$ cat config.mk
export PLATFORM = sky130hd
export DESIGN_NAME = bus_cycle_controller
export DESIGN_NICKNAME = d
export VERILOG_FILES = /design/src/rtl/bus_cycle_controller_pkg.sv /design/src/rtl/bus_cycle_controller_steer.sv /design/src/rtl/bus_cycle_controller.sv
export SDC_FILE = /design/constraint.sdc
export NUM_CORES = 1
export LEC_CHECK = 0
export ABC_AREA = 0
export CAP_MARGIN = 20
export CELL_PAD_IN_SITES_DETAIL_PLACEMENT = 2
export CELL_PAD_IN_SITES_GLOBAL_PLACEMENT = 2
export CORE_MARGIN = 2
export CORE_UTILIZATION = 22
export CTS_CLUSTER_DIAMETER = 200
export DETAILED_ROUTE_END_ITERATION = 7
export PLACE_DENSITY = 0.87
export SETUP_SLACK_MARGIN = 0.05
export SYNTH_ARGS = -nofsm -noshare
export SYNTH_HDL_FRONTEND = slang
export SYNTH_SLANG_ARGS = --single-unit
$ cat constraint.sdc
create_clock -name CLK -period 2.1 [get_ports CLK]
set_input_delay 0.21 -clock CLK [delete_from_list [all_inputs] [get_ports CLK]]
set_output_delay 0.21 -clock CLK [all_outputs]
set_load 0.1 [all_outputs]
$ cat src/rtl/bus_cycle_controller_pkg.sv
// bus_cycle_controller_pkg: bus select codes, controller state encodings, cycle types
package bus_cycle_controller_pkg;
    localparam logic [1:0] ADDR_BUSX_PC_A      = 2'd0;
    localparam logic [1:0] ADDR_BUSX_ALU_R     = 2'd1;
    localparam logic [1:0] ADDR_BUSX_ALUB_DATA = 2'd2;
    localparam logic [1:0] DATA_BUSX_REGA_DOUT = 2'd0;
    localparam logic [1:0] DATA_BUSX_ALU_R     = 2'd1;
    localparam logic [2:0] BCC_ST_IDLE   = 3'd0;
    localparam logic [2:0] BCC_ST_SETUP  = 3'd1;
    localparam logic [2:0] BCC_ST_STROBE = 3'd2;
    localparam logic [2:0] BCC_ST_WAIT   = 3'd3;
    localparam logic [2:0] BCC_ST_HOLD   = 3'd4;
    typedef enum logic [1:0] {CT_NULL, CT_READ, CT_WRITE, CT_FAULT} cycle_t;
    // a single-lane bus still carries a 1-bit lane index that is always zero
    function automatic int lane_bits(input int dw);
        return (dw / 8 > 1) ? $clog2(dw / 8) : 1;
    endfunction
endpackage

$ cat src/rtl/bus_cycle_controller_steer.sv
// byte_lane_steer: write byte placement, per-lane strobe mask and read byte extraction
module byte_lane_steer
    import bus_cycle_controller_pkg::*;
#(
    parameter int DW = 16,
    localparam int LANES = DW / 8,
    localparam int LW = lane_bits(DW)
) (
    input  logic [LW-1:0]    lane_i,
    input  logic [7:0]       wbyte_i,
    input  logic [DW-1:0]    rdata_i,
    output logic [DW-1:0]    wdata_o,
    output logic [LANES-1:0] mask_o,
    output logic [DW-1:0]    rbyte_o
);
    assign wdata_o = DW'(wbyte_i) << {lane_i, 3'b000};
    assign mask_o  = LANES'(1) << lane_i;
    assign rbyte_o = (rdata_i >> {lane_i, 3'b000}) & DW'(8'hFF);
endmodule

$ cat src/rtl/bus_cycle_controller.sv
// bus_cycle_controller: registered bus-cycle FSM with READY wait states and byte lanes.
// Define BUS_CYCLE_TIMEOUT_EN to abort a cycle after WAIT_MAX READY-low wait cycles.
module bus_cycle_controller
    import bus_cycle_controller_pkg::*;
#(
    parameter int AW = 16,
    parameter int DW = 16,
    parameter int WAIT_MAX = 15,
    localparam int LANES = DW / 8,
    localparam int LW = lane_bits(DW)
) (
    input  logic             CLK,
    input  logic             RESET,
    input  logic             REQ,
    input  logic [1:0]       ADDR_BUSX,
    input  logic [AW-1:0]    PC_A,
    input  logic [AW-1:0]    ALU_R,
    input  logic [AW-1:0]    ALUB_DATA,
    input  logic [DW-1:0]    REGA_DOUT,
    input  logic [1:0]       DATA_BUSX,
    input  logic             BYTEX,
    input  logic             WRX,
    input  logic             RDX,
    input  logic             READY,
    input  logic [DW-1:0]    DIN_BUS,
    output logic [AW-1:0]    ADDR_BUF,
    output logic [DW-1:0]    DOUT_BUF,
    output logic [LANES-1:0] WRN_BUF,
    output logic             RDN_BUF,
    output logic             DBUS_OEN,
    output logic [DW-1:0]    DIN_OUT,
    output logic             BUSY,
    output logic             ACK,
    output logic             ERR
);
    logic [2:0]       state_q, state_d;
    cycle_t           ct_q, ct_d;
    logic             byte_q;
    logic [LW-1:0]    lane_q, lane_d;
    logic [AW-1:0]    addr_q, sel_addr;
    logic [DW-1:0]    dout_q, din_q, wdata, steer_wdata, rbyte;
    logic [LANES-1:0] wrn_q, mask;
    logic             rdn_q, oen_q, accept, quick, to_hold, abort;

    if (DW % 8 != 0 || DW < 8 || WAIT_MAX < 1) begin : g_bad_cfg
        $error("bus_cycle_controller: DW must be a multiple of 8 and WAIT_MAX at least 1");
    end

    assign sel_addr = ADDR_BUSX == ADDR_BUSX_PC_A  ? PC_A
                    : ADDR_BUSX == ADDR_BUSX_ALU_R ? ALU_R : ALUB_DATA;
    assign lane_d   = LW'(sel_addr % AW'(LANES));
    assign accept   = state_q == BCC_ST_IDLE && REQ;
    // the steer unit serves the incoming request in IDLE and the latched lane afterwards
    byte_lane_steer #(.DW(DW)) u_steer (
        .lane_i  (state_q == BCC_ST_IDLE ? lane_d : lane_q),
        .wbyte_i (REGA_DOUT[7:0]),
        .rdata_i (DIN_BUS),
        .wdata_o (steer_wdata),
        .mask_o  (mask),
        .rbyte_o (rbyte)
    );
    assign wdata   = DATA_BUSX != DATA_BUSX_REGA_DOUT ? DW'(ALU_R) : BYTEX ? steer_wdata : REGA_DOUT;
    assign ct_d    = (RDX && WRX) || (!BYTEX && lane_d != '0) ? CT_FAULT
                   : WRX ? CT_WRITE : RDX ? CT_READ : CT_NULL;
    assign quick   = ct_q == CT_FAULT || ct_q == CT_NULL;
    assign to_hold = (state_q == BCC_ST_STROBE && (READY || quick)) ||
                     (state_q == BCC_ST_WAIT && (READY || abort));

`ifdef BUS_CYCLE_TIMEOUT_EN
    localparam int CW = $clog2(WAIT_MAX + 1);
    logic [CW-1:0] cnt_q;
    assign abort = state_q == BCC_ST_WAIT && !READY && cnt_q == CW'(WAIT_MAX - 1);
    always_ff @(posedge CLK)
        cnt_q <= RESET || state_q != BCC_ST_WAIT ? '0 : cnt_q + 1'b1;
`else
    assign abort = 1'b0;
`endif

    always_comb begin
        state_d = state_q == BCC_ST_IDLE   ? (REQ ? BCC_ST_SETUP : BCC_ST_IDLE)
                : state_q == BCC_ST_SETUP  ? BCC_ST_STROBE
                : to_hold                  ? BCC_ST_HOLD
                : state_q == BCC_ST_STROBE || state_q == BCC_ST_WAIT ? BCC_ST_WAIT
                : BCC_ST_IDLE;
    end

    always_ff @(posedge CLK) begin
        if (RESET) begin
            state_q <= BCC_ST_IDLE;
            ct_q    <= CT_NULL;
            byte_q  <= 1'b0;
            lane_q  <= '0;
            addr_q  <= '0;
            dout_q  <= '0;
            din_q   <= '0;
            wrn_q   <= '1;
            rdn_q   <= 1'b1;
            oen_q   <= 1'b1;
        end else begin
            state_q <= state_d;
            if (accept) begin
                addr_q <= sel_addr;
                lane_q <= lane_d;
                dout_q <= wdata;
                ct_q   <= ct_d;
                byte_q <= BYTEX;
                oen_q  <= ct_d != CT_WRITE;
            end
            if (state_q == BCC_ST_SETUP) begin
                rdn_q <= ct_q != CT_READ;
                wrn_q <= ct_q != CT_WRITE ? '1 : byte_q ? ~mask : '0;
            end
            if (to_hold) begin
                rdn_q <= 1'b1;
                wrn_q <= '1;
                if (ct_q == CT_READ && !abort) din_q <= byte_q ? rbyte : DIN_BUS;
                if (abort) ct_q <= CT_FAULT;
            end
            if (state_q == BCC_ST_HOLD) oen_q <= 1'b1;
        end
    end

    assign ADDR_BUF = addr_q;
    assign DOUT_BUF = dout_q;
    assign WRN_BUF  = wrn_q;
    assign RDN_BUF  = rdn_q;
    assign DBUS_OEN = oen_q;
    assign DIN_OUT  = din_q;
    assign BUSY     = state_q != BCC_ST_IDLE;
    assign ACK      = state_q == BCC_ST_HOLD;
    assign ERR      = state_q == BCC_ST_HOLD && ct_q == CT_FAULT;
endmodule

[Yosys cells after proc, flatten, opt, wreduce, memory -nomap -nowiden]
Cells that the tools add are included.
W data, S select, Z words.
Operators by class
  mux-type cells: 16
  reduce and logical (&&, ||, !) cells: 20
  $mul: 0
  shift-type cells: 3
  divide/modulo/power cells: 0
  add/sub/neg operators: 0
  equal/unequal tests: 10
  bitwise logic cells: 1
  magnitude comparators: 0
Operators with widths (count)
  $mux W16: 5
  $shl A8 B4 Y16: 1
  $shr A16 B4 Y8: 1
  $mux W2: 5
  $mux W3: 3
  $eq A3 B2 Y1 const B: 2
  $logic_and A1 B1 Y1: 6
  $logic_or A1 B1 Y1: 5
  $eq A2 B1 Y1 const B: 2
  $logic_not A2 Y1: 2
  $ne A2 B2 Y1 const B: 2
  $reduce_or A2 Y1: 2
  $eq A3 B1 Y1 const B: 1
  $eq A3 B3 Y1 const B: 1
  $logic_not A3 Y1: 1
  $mux W1: 3
  $reduce_bool A3 Y1: 1
  $eq A2 B2 Y1 const B: 1
  $ne A2 B1 Y1 const B: 1
  $not A2 Y2: 1
  $reduce_and A2 Y1: 1
  $reduce_bool A2 Y1: 1
  $shl A1 B1 Y2 const A: 1
  $logic_not A1 Y1: 1
Word-level totals
  bits in writable memories: 0
  memories: 0
  output and inout port bits: 55
  latch bits: 0
  logic and storage cells: 60
  register bits after elaboration: 59
  bits in read-only memories: 0
  input bits: 91

[Longest topological paths before layout]
Gate-level depths: netlist of run 1.
  depth after elaboration: 8
  depth in mapped cells: 7
  mapped depth without buffers: 6

[Hierarchy]
Synthesis of run 1 repeated with hierarchy kept, for this count alone.
Second synthesis, totals
  cell total of the unflattened synthesis: 373
  area, all modules: 3385.7 µm²
Modules (own cells, without submodules)
  bus_cycle_controller: area an instance 3069.2 µm², times used 1, cells each 335, sequential area each 1161.1 µm²
  byte_lane_steer: area an instance 316.6 µm², times used 1, cells each 38, sequential area each 0.0 µm²

[Worst setup path before layout of run 1]
Ideal clock, no wire load.
  path kind: register -> register
  from: register state_q[2]
  to: register oen_q (netlist: DBUS_OEN)
  clock period less this slack: 2.893 ns
  data required time: 2.032 ns
  setup slack: -0.793 ns
  data arrival time: 2.824 ns
  setup time: 0.068 ns
  path buffers: 1
  cell stages (with the launch flop): 6
  cells stage by stage: dfxtp_1 > buf_2 > inv_1 > nor3_1 > nor2_1 > nand2_1
On the way
  word-level cells in the longest chain between the ends: 2
  elaborated cells on any way between the ends: 4
  classes of those cells: eq/ne (1); reduce/logical (3)
Ends and longest elaborated chain
  start: declaration: line bus_cycle_controller.sv:36  | logic [2:0] state_q, state_d;
  start signal: assignment: line bus_cycle_controller.sv:100  | state_q <= state_d;
  $eq A3 B3 Y1
  via ACK: line bus_cycle_controller.sv:33  | output logic ACK,
  $reduce_or A2 Y1 (no line)
  end signal: assignment: line bus_cycle_controller.sv:98  | oen_q <= 1'b1;
  end signal: assignment: line bus_cycle_controller.sv:107  | oen_q <= ct_d != CT_WRITE;
  end signal: assignment: line bus_cycle_controller.sv:119  | if (state_q == BCC_ST_HOLD) oen_q <= 1'b1;
  end: declaration: line bus_cycle_controller.sv:43  | logic rdn_q, oen_q, accept, quick, to_hold, abort;
The timed path passes the listed nets, and every way through them passes these cells.
A chain may end at the register's enable or synchronous reset.

[Worst setup path after layout of run 1]
  from: register ct_q[0]
  to: register din_q[6] (netlist: DIN_OUT[6])
On the way
  word-level cells in the longest chain between the ends: 6
  elaborated cells on any way between the ends: 8
  classes of those cells: eq/ne (2); reduce/logical (6)
Ends and longest elaborated chain
  start: declaration: line bus_cycle_controller.sv:37  | cycle_t ct_q, ct_d;
  start signal: assignment: line bus_cycle_controller.sv:105  | ct_q <= ct_d;
  $eq A2 B2 Y1 or $logic_not A2 Y1 (tied branches): line bus_cycle_controller.sv:65  | assign quick = ct_q == CT_FAULT || ct_q == CT_NULL;
  $logic_or A1 B1 Y1: line bus_cycle_controller.sv:65
  $logic_or A1 B1 Y1: line bus_cycle_controller.sv:66  | assign to_hold = (state_q == BCC_ST_STROBE && (READY || quick)) ||
  $logic_and A1 B1 Y1: line bus_cycle_controller.sv:66
  $logic_or A1 B1 Y1: line bus_cycle_controller.sv:66
  $reduce_and A2 Y1 (no line) (*)
  end signal: assignment: line bus_cycle_controller.sv:116  | if (ct_q == CT_READ && !abort) din_q <= byte_q ? rbyte : DIN_BUS;
  end: declaration: line bus_cycle_controller.sv:41  | logic [DW-1:0] dout_q, din_q, wdata, steer_wdata, rbyte;
Every way passes the cells marked *; elsewhere a longest branch is shown, timed or not.

==> results of run 1 <==
[power groups by stage]
stage	Clock, uW	Sequential (uW)	Combinational (uW)
6_report	1470	1230	1260
5_1_grt	1570	1240	1340
4_1_cts	1510	1230	1280
3_5_place_dp	0	1260	1270
3_3_place_gp	0	1250	1240
2_1_floorplan	0	1690	386
[per-layer routing]
metal	GRT usage	vias to the layer above	share of wire
li1	-	1630	-
met1	0.191	1656	0.39
met2	0.331	110	0.52
met3	0.0724	15	0.079
met4	0.0400	0	0.011
met5	0	-	0
[stage by stage]
stage	setup TNS (ns)	utilization	worst slack, ns	cells
floorplan	0	-	0.103	374
global placement	0	0.343	0.0433	678
detailed placement	-0.225	0.343	-0.0730	678
CTS	0	0.365	0.0576	693
global route	0	0.365	0.0538	693
finish	0	0.365	0.200	693
[how the worst max path moves through the flow]
| stage | cells after the start | endpoint | slack (ns) | from |
|---|---|---|---|---|
| 2_1_floorplan | 5 | DBUS_OEN$_SDFFE_PP1P_ | 0.10 | state_q[2]$_SDFF_PP0_ |
| 3_3_place_gp | 5 | DOUT_BUF[10]$_SDFFE_PP0P_ | 0.04 | ADDR_BUSX[0] |
| 3_5_place_dp | 5 | DIN_OUT[6]$_SDFFE_PP0P_ | -0.07 | ADDR_BUSX[1] |
| 4_1_cts | 4 | DOUT_BUF[13]$_SDFFE_PP0P_ | 0.06 | state_q[0]$_SDFF_PP0_ |
| 5_1_grt | 7 | DIN_OUT[6]$_SDFFE_PP0P_ | 0.05 | ct_q[0]$_SDFFE_PP0P_ |
| 6_report | 7 | DIN_OUT[6]$_SDFFE_PP0P_ | 0.20 | ct_q[0]$_SDFFE_PP0P_ |
[cell type report]
| class | instances | area, um2 | share of cell area |
|---|---|---|---|
| Clock inverter | 5 | 55.1 | 0.0113 |
| Clock buffer | 10 | 239 | 0.0492 |
| Multi-Input combinational cell | 274 | 1650 | 0.341 |
| Tap cell | 176 | 220 | 0.0453 |
| Inverter | 6 | 22.5 | 0.00464 |
| Sequential cell | 58 | 1160 | 0.239 |
| Timing Repair Buffer | 164 | 1510 | 0.310 |
[sequential cells by signal, indices dropped and copies added (netlist names)]
signal    count
byte_q        1
state_q       3
RDN_BUF       1
WRN_BUF       2
DOUT_BUF     16
ct_q          2
DIN_OUT      16
DBUS_OEN      1
ADDR_BUF     16
[layout by cell type (no fill, tap or decap), types with 10 or more instances in the layout]
cell type | Yosys | layout
a21oi_1 | 42 | 42
dfxtp_1 | 58 | 58
a311oi_1 | 16 | 16
nor2_1 | 30 | 30
mux2i_1 | 15 | 15
buf_4 | 2 | 69
a211oi_1 | 10 | 10
nand2_1 | 64 | 64
clkdlybuf4s50_1 | 0 | 89
o21ai_0 | 17 | 17
[cell families after synthesis]
logic type	share of synthesized area
flops	0.386
compound gates	0.259
buf+inv	0.0669
simple gates	0.221
mux	0.0548
fa+ha+maj	0.0125
==> key figures, run 1 <==
Outcome
  – Status: complete, no violations

Floorplan
  – Die W: 121 um
  – Initial Utilization: 0.227
  – DIE AREA: 14600 um2
  – Placeable Area: 13300 um2
  – I/O pins: between 100 and 150
  – # rows: 42
  – Die H: between 100 and 150 um

GRT
  – Total track usage: 0.180
  – Global-route wire length before repair: 20300 um
  – Largest net degree at the start of global routing: 44
  – Initial antenna violation count: 0
  – GRT overflow: 0
  – Number of global-route vias before repair: 3819

Logic synthesis
  – Async SR Flop Fraction: 0
  – Top-area cell type share of the netlist area: 0.386
  – Post-synth EDFFs: 0
  – Synth top cells by count: nand2_1 (64), dfxtp_1 (58), a21oi_1 (42)
  – Seq cells post-synth: 58
  – Seq/Total Area, Yosys: 0.386
  – Syn Std Cell Area: approximately 3000 um2
  – Cells after Synth: 374
  – Cell taking the most area after synthesis: dfxtp_1
  – Synth area leaders: dfxtp_1 (39%), nand2_1 (8.0%), a21oi_1 (7.0%), mux2i_1 (5.0%), a311oi_1 (4.7%)
  – Synth Warn #: 0
  – Post-synthesis net count: 468
  – Main flop type after synthesis: dfxtp_1
  – Post-synth cell types: 39
  – Syn_area_per_cell: 8.05 um2
  – Top-count cell post-synth: nand2_1

Pwr
  – Leak: 0.00192 uW
  – Part of the power in combinational logic: 0.319
  – Reg power frac: 0.311
  – Maximum VDD drop: 0.413 mV
  – Cell Pwr Density: 816 nW/um2
  – Int Pwr: ~2500 uW
  – Clock power share: 0.370
  – Switching pwr: 1450 uW
  – Sw frac: 0.365
  – Pwr Total: 3960 uW

STA
  – Setup Skew: 0.00610 ns
  – Tmin final: 1.90 ns
  – Fin crit share: 0.905
  – Slew Viols, Final: 0
  – Worst slew pin tran: about 0.59 ns
  – Final setup violation count: 0
  – WHS: between 0.3 and 0.4 ns
  – Slew Limit Headroom: 0.609
  – Max Clock Freq: 526 MHz
  – RSZ-0062 raised after global routing: false
  – Fin. Hold Viols: 0

Detailed routing
  – Final WL: roughly 13000 um
  – # DRC: 0
  – Total number of vias: 3411
  – Drt first pass iters: 4
  – Starting DRT DRC Count: 228
  – DR vias/cell: approximately 5
  – Remaining antenna violation count: 0
  – Routed length per placed instance: ~19 um

CTS
  – Post-CTS Setup Bufs: 0
  – CTS Sinks: 58
  – Clock Latency Late Sink: 0.33 ns
  – Post-cts resize count: 0
  – Reg clk slew, reported paths: roughly 0.05 ns
  – Clk buf depth: 2
  – Cts hold-fix bufs: 0
  – Root Driver: clkbuf_16
  – TritonCTS clock tree: built
  – H-tree level count: 3
  – Total CTS buffers: 9

Finish
  – Fin area: 4860 um2
  – Nets@finish: 607
  – Share of layout cells above drive strength 1: 0.193
  – Layout overhead on the synthesized area: 61.3%
  – # fillers: 1506
  – N_diodes: 0

Worst setup path
  – Crit-path slowest cell: dfxtp_1
  – CP Launch Type: register
  – Reg2reg end: DIN_OUT[6]$_SDFFE_PP0P_
  – Top delay family on crit path: compound AO/OA/AOI/OAI gates
  – CP max FO: 24
  – Worst endpoint data arrival time: 2.12 ns
  – R2R depth: 7
  – CP max stage delay: 0.36 ns
  – Worst R2R Setup Slack: between 0.15 and 0.2 ns
  – Crit. End Element: register
  – Worst-path cell chain: inv_1 -> ha_1 -> nor2b_1 -> o2111a_1 -> buf_6 -> nor2_1 -> a311oi_1
  – WS Path Type: register to register
  – Reg2reg start: ct_q[0]$_SDFFE_PP0P_
  – WP data required: ~2.3 ns
  – WP buf/inv: 2

Worst hold path
  – Min-Delay Endpoint: ADDR_BUF[8]$_SDFFE_PP0P_
  – Hold Crit Class: input port to register
  – Hold Path Cell Cnt: 2
  – Min-Delay Startpoint: RESET

Place
  – Placer congestion estimate: 0.805
  – Half-perimeter wire length after placement: between 9000 and 10000 um
  – DP Area: 4560 um2
  – IO Port Bufs: 145

Job
  – MaxCap Viol Count: 0
Note: power is estimated with default switching activity, not from simulation.
==> run 2, diff against run 1 <==
MAX_ROUTING_LAYER = met4   (was not set)
==> run 2 against run 1 <==
Effect of this change: final cell count unchanged; flip-flop and latch count unchanged; clock power about the same; power about the same; clock skew decreased by 0.00062 ns; critical path depth unchanged; sequential power about the same; register-to-register slack about the same; wire length about the same; largest cell class unchanged; largest power group unchanged.
==> key figures, run 2 (synthesized netlist as in run 1, its figures left out) <==
Outcome
  – Status: complete, no violations

STA
  – Slew Limit Headroom: 0.603
  – Max Clock Freq: 526 MHz
  – Fin. Hold Viols: 0
  – Fin crit share: 0.906
  – Slew Viols, Final: 0
  – Tmin final: 1.90 ns
  – RSZ-0062 raised after global routing: false
  – Worst slew pin tran: 0.596 ns
  – WHS: 0.393 ns
  – Setup Skew: around 0.0055 ns
  – Final setup violation count: 0

Detailed routing
  – DR vias/cell: just under 5
  – Remaining antenna violation count: 0
  – Drt first pass iters: 4
  – Total number of vias: about 3400
  – Routed length per placed instance: about 19 um
  – Final WL: 13100 um
  – # DRC: 0
  – Starting DRT DRC Count: 183

Pwr
  – Sw frac: 0.364
  – Maximum VDD drop: around 0.41 mV
  – Pwr Total: 3960 uW
  – Cell Pwr Density: between 800 and 900 nW/um2
  – Leak: ~0.0019 uW
  – Int Pwr: 2520 uW
  – Reg power frac: 0.311
  – Switching pwr: 1440 uW
  – Part of the power in combinational logic: 0.319
  – Clock power share: 0.369

Place
  – DP Area: 4560 um2
  – IO Port Bufs: 145
  – Cells after DPL: 678
  – Placer congestion estimate: 0.816
  – Half-perimeter wire length after placement: 9920 um

Worst hold path
  – Min-Delay Startpoint: RESET
  – Hold Path Cell Cnt: 2
  – Min-Delay Endpoint: ADDR_BUF[8]$_SDFFE_PP0P_
  – Hold Crit Class: input port to register

CTS
  – TritonCTS clock tree: built
  – Reg clk slew, reported paths: approximately 0.05 ns
  – Total CTS buffers: 9
  – Cts hold-fix bufs: 0
  – Clk buf depth: 2
  – CTS Sinks: 58
  – H-tree level count: 3
  – Root Driver: clkbuf_16
  – Clock Latency Late Sink: 0.33 ns

GRT
  – GRT overflow: 0
  – Global-route wire length before repair: a little over 20000 um
  – Initial antenna violation count: 0
  – Number of global-route vias before repair: slightly below 4000
  – Largest net degree at the start of global routing: 44
  – Total track usage: 0.184

Worst setup path
  – Worst R2R Setup Slack: 0.20 ns
  – Worst-path cell chain: inv_1 -> ha_1 -> nor2b_1 -> o2111a_1 -> buf_6 -> nor2_1 -> a311oi_1
  – R2R depth: 7
  – Crit-path slowest cell: dfxtp_1
  – Reg2reg start: ct_q[0]$_SDFFE_PP0P_
  – WS Path Type: register to register
  – WP data required: ~2.3 ns
  – Reg2reg end: DIN_OUT[6]$_SDFFE_PP0P_
  – CP max stage delay: 0.36 ns
  – Crit. End Element: register
  – Worst endpoint data arrival time: 2.12 ns
  – CP Launch Type: register
  – CP max FO: 24

Finish
  – Fin cells: around 700
  – Layout overhead on the synthesized area: 61.3%
  – N_diodes: 0
  – Final core occ: 0.365
  – Nets@finish: 607
  – Share of layout cells above drive strength 1: 0.193
  – Commonest non-fill, non-tap cell in the layout: clkdlybuf4s50_1
  – Fin area: 4860 um2
  – Most frequent cells in the layout: clkdlybuf4s50_1 (89), buf_4 (69), nand2_1 (64)

Job
  – MaxCap Viol Count: 0

Floorplan
  – Die W: 121 um
  – I/O pins: 146
  – Placeable Area: 13300 um2
  – Initial Utilization: 0.227
  – DIE AREA: 14600 um2
  – # rows: 42
  – Die H: ~120 um
run 2: power groups by stage:
stage                     Clock, uW  Sequential (uW)  Combinational (uW)
after global routing           1570             1240                1340
after global placement            0             1250                1240
final                          1460             1230                1260
after detailed placement          0             1260                1270
after CTS                      1510             1230                1280
after floorplan                   0             1690                 386
run 2: worst max path at each step:
| stage | to | startpoint | depth (start not counted) | slack [ns] |
|---|---|---|---|---|
| after global routing | DIN_OUT[6]$_SDFFE_PP0P_ | ct_q[0]$_SDFFE_PP0P_ | 7 | 0.05 |
| after CTS | DOUT_BUF[13]$_SDFFE_PP0P_ | state_q[0]$_SDFF_PP0_ | 4 | 0.06 |
| after detailed placement | DIN_OUT[6]$_SDFFE_PP0P_ | ADDR_BUSX[1] | 5 | -0.07 |
| after global placement | DOUT_BUF[10]$_SDFFE_PP0P_ | ADDR_BUSX[0] | 5 | 0.04 |
| after floorplan | DBUS_OEN$_SDFFE_PP1P_ | state_q[2]$_SDFF_PP0_ | 5 | 0.10 |
| final | DIN_OUT[6]$_SDFFE_PP0P_ | ct_q[0]$_SDFFE_PP0P_ | 7 | 0.20 |
run 2: worst max-delay path, delay by kind of cell (launching register included):
family                     cells  cell delay, ns
adders and majority gates      1            0.29
AOI/OAI and AO/OA              2            0.53
DFF                            1            0.36
and+or+nand+nor                2            0.32
buffers and inverters          2            0.28
run 2: through the flow:
| step | TNS [ns] | worst slack, ns |
|---|---|---|
| floorplan | 0 | 0.103 |
| global placement | 0 | 0.0433 |
| detailed placement | -0.225 | -0.0730 |
| CTS | 0 | 0.0576 |
| global route | 0 | 0.0514 |
| finish | 0 | 0.198 |
run 2: per-layer routing:
layer  track usage  up-vias  routed length, um
li1              -     1631                  -
met1         0.195     1671               5210
met2         0.332      119               6790
met3        0.0644       15                936
met4        0.0400        0                138
met5             -        -                  0
run 2: area by class of cell:
type	count	area [um2]
Clock buffer	10	239
Clock inverter	5	55.1
Fill cell	1506	8440
Inverter	6	22.5
Multi-Input combinational cell	274	1650
Sequential cell	58	1160
Tap cell	176	220
Timing Repair Buffer	164	1510
run 2: what timing repair did:
action | 4_1_cts | 5_1_grt
buffers inserted | 0 | 0
setup endpoints to repair | 0 | 3
gates resized for setup | 0 | 2
==> run 3, diff against run 2 <==
CORE_UTILIZATION = 24   (was 22)
PLACE_DENSITY = 0.86   (was 0.87)
SYNTH_HIERARCHICAL = 1   (was not set)
==> run 3 against run 2 <==
Effect of this change: via count fell by 1.8%; flip-flop and latch count unchanged; critical endpoint is now DIN_OUT[0]$_SDFFE_PP0P_; highest routed layer unchanged; hold slack improved by 0.067 ns.
==> key figures, run 3 <==
CTS
  – Clk buf depth: 2
  – Reg clk slew, reported paths: ~0.05 ns
  – Cts hold-fix bufs: 0
  – H-tree level count: 3
  – TritonCTS clock tree: built
  – CTS Sinks: 58
  – Total CTS buffers: 9
  – Root Driver: clkbuf_16
  – Clock Latency Late Sink: 0.34 ns

Finish
  – Layout overhead on the synthesized area: 55.3%
  – Fin cells: 703
  – Nets@finish: approximately 610
  – Commonest non-fill, non-tap cell in the layout: clkdlybuf4s50_1
  – Share of layout cells above drive strength 1: 0.239
  – N_diodes: 0
  – Most frequent cells in the layout: clkdlybuf4s50_1 (90), buf_4 (70), dfxtp_1 (58)

STA
  – Max Clock Freq: 509 MHz
  – Final worst setup slack: 0.134 ns
  – Worst slew pin tran: about 0.77 ns
  – Fin crit share: 0.936
  – Fin. Hold Viols: 0
  – Setup Skew: 0.00552 ns
  – Final setup violation count: 0
  – Tmin final: 1.97 ns
  – WHS: between 0.4 and 0.5 ns
  – RSZ-0062 raised after global routing: true
  – Final setup TNS: 0 ns
  – Slew Viols, Final: 0
  – Slew Limit Headroom: 0.485

Job
  – MaxCap Viol Count: 0

GRT
  – Total track usage: 0.189
  – Largest net degree at the start of global routing: 33
  – Initial antenna violation count: 0
  – Number of global-route vias before repair: ~3800
  – Global-route wire length before repair: 20500 um
  – GRT overflow: 0

Place
  – Placer congestion estimate: 0.766
  – Cells after DPL: 685
  – IO Port Bufs: 145
  – Setup WS pre-CTS: -0.460 ns
  – Half-perimeter wire length after placement: 10300 um

Worst setup path
  – WS Path Type: register to register
  – R2R depth: 7
  – Worst endpoint data arrival time: 2.18 ns
  – Reg2reg end: DIN_OUT[0]$_SDFFE_PP0P_
  – Crit. End Element: register
  – CP max FO: 5
  – Reg2reg start: state_q[1]$_SDFF_PP0_
  – WP data required: approximately 2.3 ns
  – Worst R2R Setup Slack: about 0.13 ns
  – CP Launch Type: register

Logic synthesis
  – Top-count cell post-synth: dfxtp_1
  – Syn_area_per_cell: 9.08 um2
  – Top-area cell type share of the netlist area: 0.343
  – Post-synth cell types: 42
  – Async SR Flop Fraction: 0
  – Syn Std Cell Area: 3390 um2
  – Post-synth EDFFs: 0
  – Main flop type after synthesis: dfxtp_1
  – Synth area leaders: dfxtp_1 (34%), mux2i_1 (14%), a22o_1 (8.0%), o21ai_0 (7.7%), mux2_2 (7.3%)
  – Synth top cells by count: dfxtp_1 (58), o21ai_0 (52), nand2_1 (51)
  – Synth Warn #: 6
  – Seq/Total Area, Yosys: 0.343
  – Cell taking the most area after synthesis: dfxtp_1
  – Cells after Synth: about 370
  – Seq cells post-synth: 58

Pwr
  – Cell Pwr Density: 744 nW/um2
  – Pwr Total: just under 4000 uW
  – Leak: 0.00238 uW
  – Maximum VDD drop: 0.278 mV

Worst hold path
  – Min-Delay Endpoint: DIN_OUT[14]$_SDFFE_PP0P_
  – Hold Crit Class: register to register
  – Hold Path Cell Cnt: 2
  – Min-Delay Startpoint: DIN_OUT[14]$_SDFFE_PP0P_

Floorplan
  – # rows: 43
  – I/O pins: roughly 150
  – Die W: around 120 um
  – Die H: 123 um
  – Initial Utilization: 0.245
  – DIE AREA: 15100 um2
  – Placeable Area: 13800 um2

Detailed routing
  – Drt first pass iters: 4
  – Remaining antenna violation count: 0
  – Starting DRT DRC Count: 132
  – Routed length per placed instance: 19.0 um
  – DR vias/cell: 4.80
  – Total number of vias: 3374
  – # DRC: 0
  – Final WL: 13400 um

Outcome
  – Status: complete, no violations
run 3: how the worst max path moves through the flow:
stage / from / end / slack, ns / cells past startpoint
2_1_floorplan: state_q[2]$_SDFF_PP0_ / DIN_OUT[1]$_SDFFE_PP0P_ / -0.07 / 9
3_3_place_gp: ADDR_BUSX[0] / DIN_OUT[1]$_SDFFE_PP0P_ / -0.32 / 9
3_5_place_dp: ADDR_BUSX[0] / DIN_OUT[5]$_SDFFE_PP0P_ / -0.46 / 9
4_1_cts: state_q[1]$_SDFF_PP0_ / DIN_OUT[3]$_SDFFE_PP0P_ / 0.06 / 7
5_1_grt: state_q[1]$_SDFF_PP0_ / DIN_OUT[5]$_SDFFE_PP0P_ / 0.06 / 7
6_report: state_q[1]$_SDFF_PP0_ / DIN_OUT[0]$_SDFFE_PP0P_ / 0.13 / 7
run 3: cells by family (layout without fill, tap and decap cells):
| logic type | after synthesis | in the layout | share of synthesized area |
|---|---|---|---|
| buffers and inverters | 50 | 193 | 0.0887 |
| multiplexers | 73 | 73 | 0.228 |
| flip-flops | 58 | 58 | 0.343 |
| AND/OR/NAND/NOR | 88 | 88 | 0.129 |
| other | 1 | 8 | 0.00111 |
| AO/OA/AOI/OAI | 100 | 100 | 0.198 |
| adder cells (fa/ha/maj) | 3 | 3 | 0.0111 |
run 3: layout make-up:
class                      instances  area (um2)
multi-input combinational        272        2000
inverter                           9        33.8
tap                              180         225
fill                            1490        8570
sequential                        58        1160
clock buffer                      13         250
clock inverter                     3        15.0
timing repair buffer             168        1570
run 3: routing by layer:
metal  track usage  share of wire  wire [um]
met3        0.0702          0.080       1070
met5             -              0          0
met4        0.0546          0.016        208
met1         0.193           0.39       5160
met2         0.339           0.52       6950
run 3: timing repair:
item | CTS | global route
gates cloned | 0 | 1
setup endpoints to repair | 15 | 8
setup buffers | 0 | 1
resized for setup | 2 | 8
run 3: critical path: stages, from the launching register on:
cell and delay [ns]:
dfxtp_1 0.33, or3_4 0.43, o21ai_4 0.19, buf_6 0.15, mux2_2 0.34, mux2_2 0.28, nand2_1 0.07, mux2i_1 0.06
run 3: power by group:
group	switching (uW)	internal (uW)
clock network	523	824
logic	838	509
registers	45.8	1170
total	1410	2510
run 3: through the flow:
step | util | cell area [um2]
2_1_floorplan | - | 3440
3_3_place_gp | 0.357 | 4940
3_5_place_dp | 0.357 | 4940
4_1_cts | 0.377 | 5210
5_1_grt | 0.380 | 5260
6_report | 0.380 | 5260
